`src/rtl/cam_pkg.sv`:
```
// Shared definitions for the OV7670 capture path: image geometry defaults,
// capture FSM encoding and the RGB565 -> RGB332 reduction.
package cam_pkg;

  localparam int IMG_W_DEF = 160;
  localparam int IMG_H_DEF = 120;

  typedef enum logic [1:0] {
    ST_IDLE  = 2'd0,
    ST_FRAME = 2'd1,
    ST_BYTE2 = 2'd2
  } cam_state_t;

  // byte1 = R4..R0 G5..G3, byte2 = G2..G0 B4..B0; keep the top bits of each channel
  function automatic logic [7:0] rgb565_to_332(input logic [7:0] b1, input logic [7:0] b2);
    return {b1[7:5], b1[2:0], b2[4:3]};
  endfunction

endpackage

```
`src/rtl/cam_sync.sv`:
```
// Two-flop synchronizer for a camera input bundle. The EW most significant bits
// get a third stage for rising-edge detect, the FW most significant of those also falling-edge.
module cam_sync #(
  parameter int N  = 11,
  parameter int EW = 2,
  parameter int FW = 1
) (
  input  logic            clk,
  input  logic            rst,
  input  logic [N-1:0]    d,
  output logic [N-EW-1:0] lvl,
  output logic [EW-1:0]   rise,
  output logic [FW-1:0]   fall
);

  logic [N-1:0]  s1;
  logic [N-1:0]  s2;
  logic [EW-1:0] s3;

  always_ff @(posedge clk or negedge rst) begin
    if (!rst) begin
      s1 <= '0;
      s2 <= '0;
      s3 <= '0;
    end else begin
      s1 <= d;
      s2 <= s1;
      s3 <= s2[N-1 -: EW];
    end
  end

  // level bits come from s2 so they line up with the edge strobes
  assign lvl  = s2[N-EW-1:0];
  assign rise = s2[N-1 -: EW] & ~s3;
  assign fall = ~s2[N-1 -: FW] & s3[EW-1 -: FW];

endmodule

```
`src/rtl/cam_read.sv`:
```
// OV7670 capture stage: oversamples the camera bus in the clk domain, pairs
// bytes into RGB565 pixels and writes RGB332 pixels linearly into the frame buffer.
//
//   state    | meaning
//   ST_IDLE  | waiting for a vsync fall with capture_en high
//   ST_FRAME | inside a captured frame, expecting the first byte of a pixel
//   ST_BYTE2 | first byte held, expecting the second byte
module cam_read
  import cam_pkg::*;
#(
  parameter int IMG_W = IMG_W_DEF,
  parameter int IMG_H = IMG_H_DEF,
  parameter int AW    = 15
) (
  input  logic          clk,
  input  logic          rst,
  input  logic          cam_pclk,
  input  logic          cam_vsync,
  input  logic          cam_href,
  input  logic [7:0]    cam_px_data,
  input  logic          capture_en,
  output logic [AW-1:0] mem_addr,
  output logic [7:0]    mem_data,
  output logic          mem_wr,
  output logic          frame_done,
  output logic          overflow
);

  localparam int            NPIX = IMG_W * IMG_H;
  localparam logic [AW-1:0] LAST = AW'(NPIX - 1);

  logic [8:0] bus_s;
  logic [1:0] rise_s;
  logic [0:0] fall_s;
  logic       pe, href_s, vs_re, vs_fe;
  logic [7:0] data_s;

  cam_sync #(.N(11), .EW(2), .FW(1)) u_sync (
    .clk  (clk),
    .rst  (rst),
    .d    ({cam_vsync, cam_pclk, cam_href, cam_px_data}),
    .lvl  (bus_s),
    .rise (rise_s),
    .fall (fall_s)
  );

  assign vs_re  = rise_s[1];
  assign pe     = rise_s[0];
  assign vs_fe  = fall_s[0];
  assign href_s = bus_s[8];
  assign data_s = bus_s[7:0];

  cam_state_t    state;
  logic [7:0]    byte1;
  logic [7:0]    px;
  logic          wr_req, done_req, start_req;
  logic [AW-1:0] next_addr;
  logic          full;

  always_ff @(posedge clk or negedge rst) begin
    if (!rst) begin
      state     <= ST_IDLE;
      byte1     <= '0;
      px        <= '0;
      wr_req    <= 1'b0;
      done_req  <= 1'b0;
      start_req <= 1'b0;
    end else begin
      wr_req    <= 1'b0;
      done_req  <= 1'b0;
      start_req <= 1'b0;
      case (state)
        ST_IDLE: begin
          // capture_en only matters here, so a mid-frame drop finishes the frame
          if (vs_fe && capture_en) begin
            start_req <= 1'b1;
            state     <= ST_FRAME;
          end
        end
        ST_FRAME: begin
          if (vs_re) begin
            done_req <= 1'b1;
            state    <= ST_IDLE;
          end else if (pe && href_s) begin
            byte1 <= data_s;
            state <= ST_BYTE2;
          end
        end
        ST_BYTE2: begin
          if (vs_re) begin
            done_req <= 1'b1;
            state    <= ST_IDLE;
          end else if (pe) begin
            // href low here means the line ended on an odd byte: drop it
            if (href_s) begin
              px     <= rgb565_to_332(byte1, data_s);
              wr_req <= 1'b1;
            end
            state <= ST_FRAME;
          end
        end
        default: state <= ST_IDLE;
      endcase
    end
  end

  // Output stage: address counter, overflow and the registered buffer port
  always_ff @(posedge clk or negedge rst) begin
    if (!rst) begin
      mem_addr   <= '0;
      mem_data   <= '0;
      mem_wr     <= 1'b0;
      frame_done <= 1'b0;
      overflow   <= 1'b0;
      next_addr  <= '0;
      full       <= 1'b0;
    end else begin
      mem_wr     <= 1'b0;
      frame_done <= done_req;
      if (start_req) begin
        mem_addr  <= '0;
        next_addr <= '0;
        full      <= 1'b0;
        overflow  <= 1'b0;
      end else if (wr_req) begin
        if (full) begin
          overflow <= 1'b1;
        end else begin
          mem_wr   <= 1'b1;
          mem_addr <= next_addr;
          mem_data <= px;
          if (next_addr == LAST) full <= 1'b1;
          else                   next_addr <= next_addr + AW'(1);
        end
      end
    end
  end

endmodule

```
`config.mk`:
```
export PLATFORM = sky130hd
export DESIGN_NAME = cam_read
export DESIGN_NICKNAME = d
export VERILOG_FILES = /design/src/rtl/cam_pkg.sv /design/src/rtl/cam_sync.sv /design/src/rtl/cam_read.sv
export SDC_FILE = /design/constraint.sdc
export NUM_CORES = 1
export LEC_CHECK = 0
export BUFFER_PORTS_ARGS = -buffer_cell sky130_fd_sc_hd__buf_2
export CELL_PAD_IN_SITES_DETAIL_PLACEMENT = 0
export CELL_PAD_IN_SITES_GLOBAL_PLACEMENT = 1
export CORE_MARGIN = 5
export CORE_UTILIZATION = 46
export DETAILED_ROUTE_END_ITERATION = 12
export PLACE_DENSITY_LB_ADDON = 0.1
export SETUP_SLACK_MARGIN = 0.1
export SLEW_MARGIN = 20
export SYNTH_ARGS = -nofsm -noshare
export SYNTH_HDL_FRONTEND = slang
export SYNTH_SLANG_ARGS = --single-unit
```
`constraint.sdc`:
```
create_clock -name clk -period 2.14 [get_ports clk]
set_input_delay 0.214 -clock clk [delete_from_list [all_inputs] [get_ports clk]]
set_output_delay 0.214 -clock clk [all_outputs]
set_load 0.01 [all_outputs]
```
==> results.txt <==
Post-synth EDFFs: 0
Row cnt: 30
Multi-input logic area: 0.00109 sq mm
Max Cap Violations: 0
TritonCTS clock tree: done
Avg Inst Size Synth: 12.4 sq um
Die width: 94.4 um
Syn-to-layout area delta: 21.2%
Vias/cell: 4.95
Comb pwr share: 12.0%
Crit start category: flop
GPL Wtd Cong: 0.757
R2R depth: 6
Synth async-reset ratio: 100%
Mapped Area: 0.00328 sq mm
CTS Buf Count: 9
Cells after Synth: 265
DIE AREA: 0.00891 sq mm
RR Endpoint: next_addr[4]
Register area share after synthesis: 64.9%
Top cell type's share of synthesized area: 64.9%
CTS H-tree lvls: 3
Initial Util: 47.7%
P_leak: 1.89 nW
Main synth FF type: dfrtp_1
Cell-internal power: 0.00270 W
Worst min path class: in -> reg
Worst reg2reg setup slack: 0.26 ns
RSZ-0062 raised after global routing: no
Slowest stage delay, CP: 0.43 ns
Sw Share: 25.1%
Post-synth top cells: dfrtp_1 (85), nand2_1 (39), a21oi_1 (29)
Flops & latches, synth: 85
Required time worst endpoint: 2.40 ns
Fin Setup TNS: 0 ns
Pre-Repair DR Iteration Count: 4
Sum of buffers and inverters on the critical path: 1
Worst rel slew slack: 67.0%
Clk_skew: 0.00971 ns
Final setup vio count: 0
Largest cells by area after synthesis: dfrtp_1 (65%), mux2_2 (8.6%), nand2_1 (4.5%)
Final antenna-violating net count: 0
Arrival time worst endpoint: 2.15 ns
Cell accounting for the most synthesized area: dfrtp_1
Crit path depth: 6
Ys Warns: 0
Final Max Tran Viols: 0
NetSw: 0.000903 W
Max Clock Freq: 531 MHz
Residual DRC: 0
Tcrit/Tclk final: 88.0%
GRT Total Usage: 15.2%
DR vias: 2,114
Global-route wire length before repair: 10,400 um
Nets: 345
Final hold violations: 0
DRT iter0 DRCs: 52
Final core utilization: 57.8%
Clock power frac: 35.3%
Sequential share of power: 52.7%
CTS max path bufs: 2
Clk sinks: 85
HPWL Detailed: 3960 um
Worst ir drop on vdd: 599 uV
Wire length per cell: 13.8 um
Initial antenna violation count: 0
Root Driver: clkbuf_8
CP startpoint: next_addr[0]
CP Capture Type: flop
Fillers: 604
Status: complete, no violations
CTS clk-pin slew, worst paths: 0.09 ns
GR Overflow Total: 0
Core area: 0.00687 sq mm
Crit-path max FO: 10
Crit-path leading delay family: compound AO/OA/AOI/OAI gates
Port bufs: 39
Number of diodes: 0
Worst-path cell chain: ha_1, nand4_1, o41ai_4, buf_4, o21ai_0, a21oi_1
Pin count of the biggest net entering global routing: 41
Slowest cell on the critical path: dfrtp_1
Worst setup path end: next_addr[4]
Tmin final: 1.88 ns
Synth unique cells: 39
Reg area: 0.00213 sq mm
Hold slack: 0.122 ns
Crit Reg-Reg Startpoint: next_addr[0]
Synth Net Count: 284
Worst-Margin Slew: 0.495 ns
DIE HEIGHT: 94.4 um
Layout cells sized above 1: 27.5%
Number of global-route vias before repair: 2,188
Total wire length: 5910 um
CP Class: reg -> reg
Top-level port count: 40
Worst-Skew Late Latency: 0.34 ns
Most frequent cell after synthesis: dfrtp_1
Power density over the cells: 907 mW/mm^2
## final cells by class
class / instances / share of cell area [%]
clock buffers: 9 / 3.12
clock inverters: 7 / 2.58
inverters: 6 / 0.567
multi-input cells: 164 / 27.4
flip-flops and latches: 85 / 53.6
well taps: 96 / 3.02
repair buffers: 60 / 9.70
## metrics by stage
step	total power, W	cell area [sq um]	std cells	setup WS (ns)
after floorplan	0.00220	3280	265	0.337
after global placement	0.00233	3610	398	0.273
after detailed placement	0.00235	3610	398	0.208
after CTS	0.00367	3960	426	0.190
after global routing	0.00382	3970	427	0.0963
final	0.00360	3970	427	0.257
## kinds of logic after synthesis
family,count (synthesis),synth area share [%]
xor gates and xnor gates,2,0.535
buffers and inverters,16,2.10
DFF,85,64.9
and+or+nand+nor,85,13.1
muxes,25,8.59
AOI/OAI and AO/OA,47,8.90
adders and majority gates,5,1.91
## sequential cells by signal (all words and copies together), names as in the netlist, 2 cells and up
register / cells
mem_addr: 15
next_addr: 15
u_sync.s1: 11
u_sync.s2: 11
mem_data: 8
px: 8
byte1: 6
state: 2
u_sync.s3: 2
## timing repair
action                                  CTS  global route
gates resized for setup                   0             1
hold buffers                             12             0
setup buffers                             0             1
endpoints found under the setup margin    0             4
endpoints found under the hold margin    48             0
## placed cells by master (no fill, tap or decap), types with 6 or more instances in the layout
cell type	n
nand3_1	6
mux2_2	25
dlygate4sd3_1	12
nand2_1	39
dfrtp_1	85
clkbuf_8	9
buf_4	10
or3_1	6
nor2_1	9
a21oi_1	29
inv_1	6
buf_2	38
## worst min-delay path: cells and delay by family
kind | cells | cell delay (ns)
and+or+nand+nor | 2 | 0.12
buffers and inverters | 1 | 0.09
## per-layer routing
| layer | GRT usage [%] | wire length [um] |
|---|---|---|
| met4 | 6.74 | 61 |
| met2 | 23.9 | 2900 |
| met5 | 0 | 0 |
| met3 | 3.67 | 198 |
| met1 | 20.2 | 2750 |
## power groups by stage
stage	Sequential (W)	Clock, W	Combinational [W]
after floorplan	0.00191	0	0.000292
after global placement	0.00192	0	0.000409
after detailed placement	0.00193	0	0.000422
after CTS	0.00190	0.00132	0.000442
after global routing	0.00193	0.00140	0.000492
final	0.00190	0.00127	0.000432
## worst min path at each step
stage          depth (start not counted)  slack (ns)          end        from
2_1_floorplan                          0       -0.08     byte1[0]         rst
3_3_place_gp                           1        0.22  mem_addr[9]         rst
3_5_place_dp                           1        0.22  mem_addr[9]         rst
4_1_cts                                3        0.10    start_req  capture_en
5_1_grt                                3        0.12    start_req  capture_en
6_report                               3        0.12    start_req  capture_en
No activity file was read; power rests on OpenSTA's default activity.
